$ cat config.mk
export PLATFORM = sky130hd
export DESIGN_NAME = pc_gen_flat
export DESIGN_NICKNAME = d
export VERILOG_FILES = /design/src/rtl/pc_pkg.sv /design/src/rtl/pc_gen_if.sv /design/src/rtl/pc_ras.sv /design/src/rtl/pc_gen.sv /design/src/flat_wrapper.sv
export SDC_FILE = /design/constraint.sdc
export NUM_CORES = 1
export LEC_CHECK = 0
export ABC_AREA = 1
export CELL_PAD_IN_SITES_DETAIL_PLACEMENT = 0
export CELL_PAD_IN_SITES_GLOBAL_PLACEMENT = 1
export CORE_MARGIN = 4
export CORE_UTILIZATION = 40
export DETAILED_ROUTE_END_ITERATION = 8
export PLACE_DENSITY_LB_ADDON = 0.1
export SYNTH_ARGS = -nofsm -noshare
export SYNTH_HDL_FRONTEND = slang
export SYNTH_HIERARCHICAL = 1
export SYNTH_SLANG_ARGS = --single-unit
$ cat constraint.sdc
create_clock -name clk -period 6.25 [get_ports clk]
set_clock_uncertainty 0.15 [all_clocks]
set_input_delay 0.625 -clock clk [delete_from_list [all_inputs] [get_ports clk]]
set_output_delay 0.625 -clock clk [all_outputs]
set_load 0.1 [all_outputs]
$ cat src/rtl/pc_pkg.sv
// Shared types and constants for the fetch program-counter generator.
// Imported by the interface, the RAS and the top-level PC generator.
package pc_pkg;

  localparam int XLEN_DEFAULT = 32;
  localparam int PC_INC_BYTES = 4;

  typedef enum logic [2:0] {
    PC_INC    = 3'd0,
    PC_HOLD   = 3'd1,
    PC_BRANCH = 3'd2,
    PC_JALR   = 3'd3,
    PC_TRAP   = 3'd4,
    PC_RAS    = 3'd5
  } pc_sel_e;

  // Only 32-bit aligned fetch targets are legal; either low bit set rejects the target.
  function automatic logic target_misaligned(input logic [1:0] lsbs);
    return |lsbs;
  endfunction

endpackage

$ cat src/rtl/pc_gen_if.sv
// Redirect/RAS request bundle into the PC generator and the fetch PC/status coming back out.
// master drives requests (execute/trap side), slave is the PC generator.
interface pc_gen_if
  import pc_pkg::*;
#(
  parameter int XLEN = XLEN_DEFAULT
);

  logic            stall;
  logic            br_taken;
  logic [XLEN-1:0] br_base;
  logic [XLEN-1:0] br_imm;
  logic            jalr_valid;
  logic [XLEN-1:0] jalr_rs1;
  logic [XLEN-1:0] jalr_imm;
  logic            trap_valid;
  logic [XLEN-1:0] trap_vec;
  logic            ras_push;
  logic [XLEN-1:0] ras_push_data;
  logic            ras_pop;
  logic [XLEN-1:0] pc;
  logic [XLEN-1:0] pc_plus4;
  logic            misaligned;
  logic            ras_empty;
  logic            ras_full;

  modport master (
    output stall, br_taken, br_base, br_imm,
    output jalr_valid, jalr_rs1, jalr_imm,
    output trap_valid, trap_vec,
    output ras_push, ras_push_data, ras_pop,
    input  pc, pc_plus4, misaligned, ras_empty, ras_full
  );

  modport slave (
    input  stall, br_taken, br_base, br_imm,
    input  jalr_valid, jalr_rs1, jalr_imm,
    input  trap_valid, trap_vec,
    input  ras_push, ras_push_data, ras_pop,
    output pc, pc_plus4, misaligned, ras_empty, ras_full
  );

endinterface

$ cat src/rtl/pc_ras.sv
// Circular return-address stack: top pointer plus saturating count.
// Overflow silently overwrites the oldest entry; push+pop together replaces the top in place.
module pc_ras
  import pc_pkg::*;
#(
  parameter int XLEN      = XLEN_DEFAULT,
  parameter int RAS_DEPTH = 4
) (
  input  logic            clk,
  input  logic            rst,
  input  logic            en,
  input  logic            push,
  input  logic            pop,
  input  logic [XLEN-1:0] push_data,
  output logic [XLEN-1:0] top,
  output logic            empty,
  output logic            full
);

  localparam int PTR_W = $clog2(RAS_DEPTH);
  localparam int CNT_W = $clog2(RAS_DEPTH + 1);

  logic [PTR_W-1:0]     ptr_q, ptr_d;
  logic [CNT_W-1:0]     cnt_q, cnt_d;
  logic [XLEN-1:0]      mem_q [RAS_DEPTH];
  logic                 push_eff, pop_eff;
  logic                 wr_en;
  logic [PTR_W-1:0]     wr_idx;
  logic [RAS_DEPTH-1:0] wr_sel;

  assign empty = (cnt_q == '0);
  assign full  = (cnt_q == CNT_W'(RAS_DEPTH));
  assign top   = mem_q[ptr_q];

  always_comb begin
    push_eff = en & push;
    pop_eff  = en & pop & ~empty;
    ptr_d    = ptr_q;
    cnt_d    = cnt_q;
    wr_en    = 1'b0;
    wr_idx   = ptr_q;
    if (push_eff && pop_eff) begin
      wr_en = 1'b1;
    end else if (push_eff) begin
      wr_en  = 1'b1;
      wr_idx = ptr_q + PTR_W'(1);
      ptr_d  = ptr_q + PTR_W'(1);
      if (!full) begin
        cnt_d = cnt_q + CNT_W'(1);
      end
    end else if (pop_eff) begin
      ptr_d = ptr_q - PTR_W'(1);
      cnt_d = cnt_q - CNT_W'(1);
    end
  end

  generate
    for (genvar gi = 0; gi < RAS_DEPTH; gi++) begin : g_wr_sel
      assign wr_sel[gi] = wr_en && (wr_idx == PTR_W'(gi));
    end
  endgenerate

  // Entries are not cleared on reset; a zero count already makes them unreachable.
  always_ff @(posedge clk) begin
    for (int i = 0; i < RAS_DEPTH; i++) begin
      if (wr_sel[i]) begin
        mem_q[i] <= push_data;
      end
    end
  end

  always_ff @(posedge clk) begin
    if (!rst) begin
      ptr_q <= '0;
      cnt_q <= '0;
    end else begin
      ptr_q <= ptr_d;
      cnt_q <= cnt_d;
    end
  end

endmodule

$ cat src/rtl/pc_gen.sv
// Fetch PC register with a prioritised next-PC mux (trap > jalr > branch > RAS > stall > +4)
// and a registered one-cycle flag for rejected misaligned redirect targets.
module pc_gen
  import pc_pkg::*;
#(
  parameter int              XLEN      = XLEN_DEFAULT,
  parameter logic [XLEN-1:0] RESET_PC  = '0,
  parameter int              RAS_DEPTH = 4
) (
  input logic     clk,
  input logic     rst,
  pc_gen_if.slave bus
);

  logic [XLEN-1:0] pc_q, pc_d;
  logic            misaligned_q, misaligned_d;
  logic [XLEN-1:0] ras_top;
  logic            ras_empty, ras_full;
  logic [XLEN-1:0] jalr_sum, jalr_tgt, br_tgt, cand;
  logic            check_align;
  pc_sel_e         sel;

  pc_ras #(
    .XLEN      (XLEN),
    .RAS_DEPTH (RAS_DEPTH)
  ) u_ras (
    .clk       (clk),
    .rst       (rst),
    .en        (~bus.trap_valid),
    .push      (bus.ras_push),
    .pop       (bus.ras_pop),
    .push_data (bus.ras_push_data),
    .top       (ras_top),
    .empty     (ras_empty),
    .full      (ras_full)
  );

  assign jalr_sum = bus.jalr_rs1 + bus.jalr_imm;
  assign jalr_tgt = {jalr_sum[XLEN-1:1], 1'b0};
  assign br_tgt   = bus.br_base + bus.br_imm;

  always_comb begin
    sel = PC_INC;
    if (bus.trap_valid) begin
      sel = PC_TRAP;
    end else if (bus.jalr_valid) begin
      sel = PC_JALR;
    end else if (bus.br_taken) begin
      sel = PC_BRANCH;
    end else if (bus.ras_pop && !ras_empty) begin
      sel = PC_RAS;
    end else if (bus.stall) begin
      sel = PC_HOLD;
    end
  end

  always_comb begin
    cand        = pc_q + XLEN'(PC_INC_BYTES);
    check_align = 1'b0;
    unique case (sel)
      PC_TRAP:   cand = bus.trap_vec;
      PC_JALR:   begin cand = jalr_tgt; check_align = 1'b1; end
      PC_BRANCH: begin cand = br_tgt;   check_align = 1'b1; end
      PC_RAS:    begin cand = ras_top;  check_align = 1'b1; end
      PC_HOLD:   cand = pc_q;
      default:   cand = pc_q + XLEN'(PC_INC_BYTES);
    endcase
  end

  // A rejected target leaves the PC where it is; the trap unit takes it from the flag.
  always_comb begin
    misaligned_d = check_align && target_misaligned(cand[1:0]);
    pc_d         = misaligned_d ? pc_q : cand;
  end

  always_ff @(posedge clk) begin
    if (!rst) begin
      pc_q         <= RESET_PC;
      misaligned_q <= 1'b0;
    end else begin
      pc_q         <= pc_d;
      misaligned_q <= misaligned_d;
    end
  end

  assign bus.pc         = pc_q;
  assign bus.pc_plus4   = pc_q + XLEN'(PC_INC_BYTES);
  assign bus.misaligned = misaligned_q;
  assign bus.ras_empty  = ras_empty;
  assign bus.ras_full   = ras_full;

endmodule

$ cat src/flat_wrapper.sv
// flat-port wrapper written by rule: the top's interface ports become plain ports
module pc_gen_flat import pc_pkg::*;
#(
  parameter int              XLEN      = XLEN_DEFAULT,
  parameter logic [XLEN-1:0] RESET_PC  = '0,
  parameter int              RAS_DEPTH = 4
)
  (clk, rst, bus_stall, bus_br_taken, bus_br_base, bus_br_imm, bus_jalr_valid, bus_jalr_rs1, bus_jalr_imm, bus_trap_valid, bus_trap_vec, bus_ras_push, bus_ras_push_data, bus_ras_pop, bus_pc, bus_pc_plus4, bus_misaligned, bus_ras_empty, bus_ras_full);
  pc_gen_if #(.XLEN(XLEN)) bus_i ();
  input logic clk;
  input logic rst;
  input wire logic [$bits(bus_i.stall)-1:0] bus_stall;
  input wire logic [$bits(bus_i.br_taken)-1:0] bus_br_taken;
  input wire logic [$bits(bus_i.br_base)-1:0] bus_br_base;
  input wire logic [$bits(bus_i.br_imm)-1:0] bus_br_imm;
  input wire logic [$bits(bus_i.jalr_valid)-1:0] bus_jalr_valid;
  input wire logic [$bits(bus_i.jalr_rs1)-1:0] bus_jalr_rs1;
  input wire logic [$bits(bus_i.jalr_imm)-1:0] bus_jalr_imm;
  input wire logic [$bits(bus_i.trap_valid)-1:0] bus_trap_valid;
  input wire logic [$bits(bus_i.trap_vec)-1:0] bus_trap_vec;
  input wire logic [$bits(bus_i.ras_push)-1:0] bus_ras_push;
  input wire logic [$bits(bus_i.ras_push_data)-1:0] bus_ras_push_data;
  input wire logic [$bits(bus_i.ras_pop)-1:0] bus_ras_pop;
  output wire logic [$bits(bus_i.pc)-1:0] bus_pc;
  output wire logic [$bits(bus_i.pc_plus4)-1:0] bus_pc_plus4;
  output wire logic [$bits(bus_i.misaligned)-1:0] bus_misaligned;
  output wire logic [$bits(bus_i.ras_empty)-1:0] bus_ras_empty;
  output wire logic [$bits(bus_i.ras_full)-1:0] bus_ras_full;
  assign bus_i.stall = bus_stall;
  assign bus_i.br_taken = bus_br_taken;
  assign bus_i.br_base = bus_br_base;
  assign bus_i.br_imm = bus_br_imm;
  assign bus_i.jalr_valid = bus_jalr_valid;
  assign bus_i.jalr_rs1 = bus_jalr_rs1;
  assign bus_i.jalr_imm = bus_jalr_imm;
  assign bus_i.trap_valid = bus_trap_valid;
  assign bus_i.trap_vec = bus_trap_vec;
  assign bus_i.ras_push = bus_ras_push;
  assign bus_i.ras_push_data = bus_ras_push_data;
  assign bus_i.ras_pop = bus_ras_pop;
  assign bus_pc = bus_i.pc;
  assign bus_pc_plus4 = bus_i.pc_plus4;
  assign bus_misaligned = bus_i.misaligned;
  assign bus_ras_empty = bus_i.ras_empty;
  assign bus_ras_full = bus_i.ras_full;
  pc_gen #(.XLEN(XLEN), .RESET_PC(RESET_PC), .RAS_DEPTH(RAS_DEPTH)) u_core (.clk(clk), .rst(rst), .bus(bus_i));
endmodule
==> run summary <==
The run finished with clean final reports. Yosys mapped the design onto 43 distinct sky130hd cell types. The quantity of I/O buffers inserted on ports came out at 266.

In the final layout, the share of cells above drive strength 1 is 3.72%. The count of synthesis-stage warnings from yosys is 6. The final RePlAce weighted congestion is 0.956.

The slowest stage cell on the critical path is sky130_fd_sc_hd__clkdlybuf4s50_1. The post-route cell area came out at 16900 um2. The routed wire length per instance is 18.3 um. The worst setup path is of the flop to primary output kind. After clock tree synthesis, the repair step resized 0 gates. The wire length of the first global-routing pass is ~75 mm.

The remaining antenna violation count is 0. The number of hold violations in the final report came to 0. The number of detailed-routing iterations run before antenna repair came out at 6.

The worst-path maximum fanout is 5. Headroom to the max-slew limit came out at 27.1%. IR analysis of the VDD net gives a maximum drop of about 0.00021 V. The via count of the first global-routing pass came out at roughly 13000. The floorplan die width is 190 um. The overall global routing resource usage came out at 26.7%. Hold is met by just over 0.4 ns. By area the synthesized netlist is led by sky130_fd_sc_hd__edfxtp_1, sky130_fd_sc_hd__nand2_1, sky130_fd_sc_hd__inv_1. From bottom edge to top edge, the die measures about 190 um. The worst setup path is captured at a primary output.

The violation count after the first detailed-routing iteration is 1035. In the layout the commonest cells are sky130_fd_sc_hd__nand2_1, sky130_fd_sc_hd__inv_1, sky130_fd_sc_hd__clkdlybuf4s50_1, sky130_fd_sc_hd__nor2_1, sky130_fd_sc_hd__nand3_1. Summing every instance area after synthesis gives 13300 um2. The number of synthesized register bits is 168. The worst min-delay path category is flop to flop. The via count of the routed design came out at approximately 14000.

The fraction of the yosys area taken by sequential cells is 34.9%. Setup repair after global routing left no endpoint under its margin. The reported leakage power came out at approximately 8 nW. The number of H-tree levels came out at 4.

The final count of pins violating max slew is 0. The number of antenna violations at the first check in global routing is 0. The biggest area contributor in the post-synthesis netlist is sky130_fd_sc_hd__edfxtp_1. Counting both buffers and inverters, the worst setup path holds a total of 1.

The max-capacitance violation count is 0. The estimated wirelength of the detail-placed design came out at ~40 mm. The time the worst path needs with I/O delays and setup is 4.33 ns. The mean area per synthesized cell came out at 6.65 um2.

Walking the worst path, the cells encountered are ha_1 -> nand3_1 -> nor2_1 -> nand2_1 -> nor2_1 -> nand2_1 -> xor2_1 -> clkdlybuf4s50_1. The clock passes through at most 2 buffers. The number of setup buffers added after CTS is 0. In the synthesized netlist the dominant register cell turns out to be sky130_fd_sc_hd__edfxtp_1. The clock tree root driver cell is sky130_fd_sc_hd__clkbuf_16. The post-synthesis net count is 2267. The total clock buffers created by CTS came out at 17. Setup violations remaining at the end of the flow were counted as 0.

The average via count per standard cell is around 5.1. The total power divided by cell area is between 200 and 250 nW/um2. The sum of overflow across all layers after global routing came out at 0. The total core area came out at 32700 um2.

The total area of multi-input combinational cells came out at roughly 7000 um2. The combined flip-flop and latch cell area is 4650 um2. Based on the critical path, the design can be clocked at up to 231 MHz. The number of enable-type register cells in the synthesized netlist came out at 128. The number of hold buffers added after CTS was 0. The clock tree from TritonCTS is done. The proportion of netlist area held by the largest area contributor came out at 28.9%. In the final timing run, aggregate negative setup slack is 0 ns.

The arrival time reported for the critical path endpoint is around 3.6 ns. The launching element type of the critical path is a flop. The maximum single-stage delay on the critical path is 1.18 ns.

The floorplan has between 60 and 70 rows. The most common library cell in the layout ignoring fill and taps is sky130_fd_sc_hd__nand2_1. The sum of routed wire length over all layers is 49.5 mm.

Cells fill about half of the core in the end. The required time reported for the critical path endpoint is 5.47 ns. Dividing the final minimum period by the clock period gives slightly below 70%. The transition time at the pin with the least slew margin came out at 1.09 ns.

Clock-pin slew was measured on the worst setup and hold paths at about 0.070 ns. The die outline area is 36200 um2. The placed instances occupy a cell area of 16300 um2.

The final routed DRC violation total is 0. The initial utilization of the core area, before any placement, comes to 40.7%. Pin placement for this block handled 267 I/O pins. The diode insertion count for antenna repair came out at 0. In the final design database the tool counted 2515 nets. In this design, the largest share of critical-path delay is due to buffers and inverters. The later pin in the worst-skew pair is clocked with a latency of 0.44 ns. The count of filler cells inserted in the layout came out at between 3000 and 4000. Clock tree synthesis found a total of around 170 sinks.

The area overhead of the layout relative to synthesis came out at 27.4%. The maximum number of pins on one net before global-route repair came out at 65. The synthesized instance count came out at 1998. In the synthesized netlist the async set-or-reset flop fraction comes to 0%.
through the flow:
step                setup WS (ns)  total power, W  cells
global route                 1.58         0.00420   2701
CTS                          1.87         0.00402   2701
detailed placement           1.57         0.00296   2669
finish                       1.92         0.00401   2701
global placement             1.65         0.00295   2669
floorplan                   0.866         0.00242   1998
flip-flops by register name (all words and copies together), names as in the netlist, named ones only:
register	cells
u_core/bus.misaligned	1
u_core/u_ras/mem_q	128
u_core/u_ras/ptr_q	2
u_core/bus.pc	32
u_core/u_ras/cnt_q	3
worst min-delay path, cell delays in order (launching register included):
cell	delay, ns
sky130_fd_sc_hd__dfxtp_1	0.36
sky130_fd_sc_hd__a21oi_1	0.13
sky130_fd_sc_hd__nor2_1	0.05
cells in the mapped netlist (all sizes together), types with 14 or more instances:
cell type and number:
a22oi 19, dfxtp 40, a21oi 64, o22ai 33, nand3 187, nand3b 14, ha 66, nor2 230
edfxtp 128, inv 314, nand4 23, nand2 643, or2 15, xor2 26, nor3 38, buf 35
o21ai 81
layout make-up:
class	count	share of cell area, %
Inverter	314	7.01
Sequential cell	168	27.4
Tap cell	442	3.27
Timing Repair Buffer	277	16.2
Multi-Input combinational cell	1468	42.5
Clock inverter	14	0.990
Clock buffer	18	2.59
cells by family (layout without fill, tap and decap cells):
| group | after synthesis | after routing | share of synthesized area (%) |
|---|---|---|---|
| AO/OA/AOI/OAI | 209 | 209 | 8.77 |
| XOR/XNOR | 29 | 29 | 1.91 |
| adder cells (fa/ha/maj) | 69 | 69 | 6.66 |
| buffers and inverters | 362 | 623 | 11.1 |
| flip-flops | 168 | 168 | 34.9 |
| AND/OR/NAND/NOR | 1161 | 1161 | 36.6 |
path summary, 6_finish.rpt:
check / startpoint / end / slack (ns) / cells past startpoint
max reg2reg: u_core/u_ras/cnt_q[0]$_SDFFE_PN0P_ / u_core/bus.pc[19]$_SDFFE_PN0P_ / 1.97 / 14
max: u_core/bus.pc[2]$_SDFFE_PN0P_ / bus_pc_plus4[30] / 1.92 / 8
min reg2reg: u_core/u_ras/cnt_q[1]$_SDFFE_PN0P_ / u_core/u_ras/cnt_q[1]$_SDFFE_PN0P_ / 0.42 / 2
min: u_core/u_ras/cnt_q[1]$_SDFFE_PN0P_ / u_core/u_ras/cnt_q[1]$_SDFFE_PN0P_ / 0.42 / 2
per-layer routing:
layer	wire length, um	part of all wire, %	GRT usage [%]	vias to the layer above
li1	-	-	-	6946
met5	0	0	0	-
met1	21500	43	35.5	6306
met3	3140	6.3	3.46	69
met2	23400	47	45.3	487
met4	1510	3.0	8.45	0
report_power, final:
group,switching [W],internal (W)
sequential,0.0000692,0.00127
combinational,0.00112,0.000476
clock,0.000515,0.000553
total,0.00170,0.00230
Power figures use the tool's default switching activity.
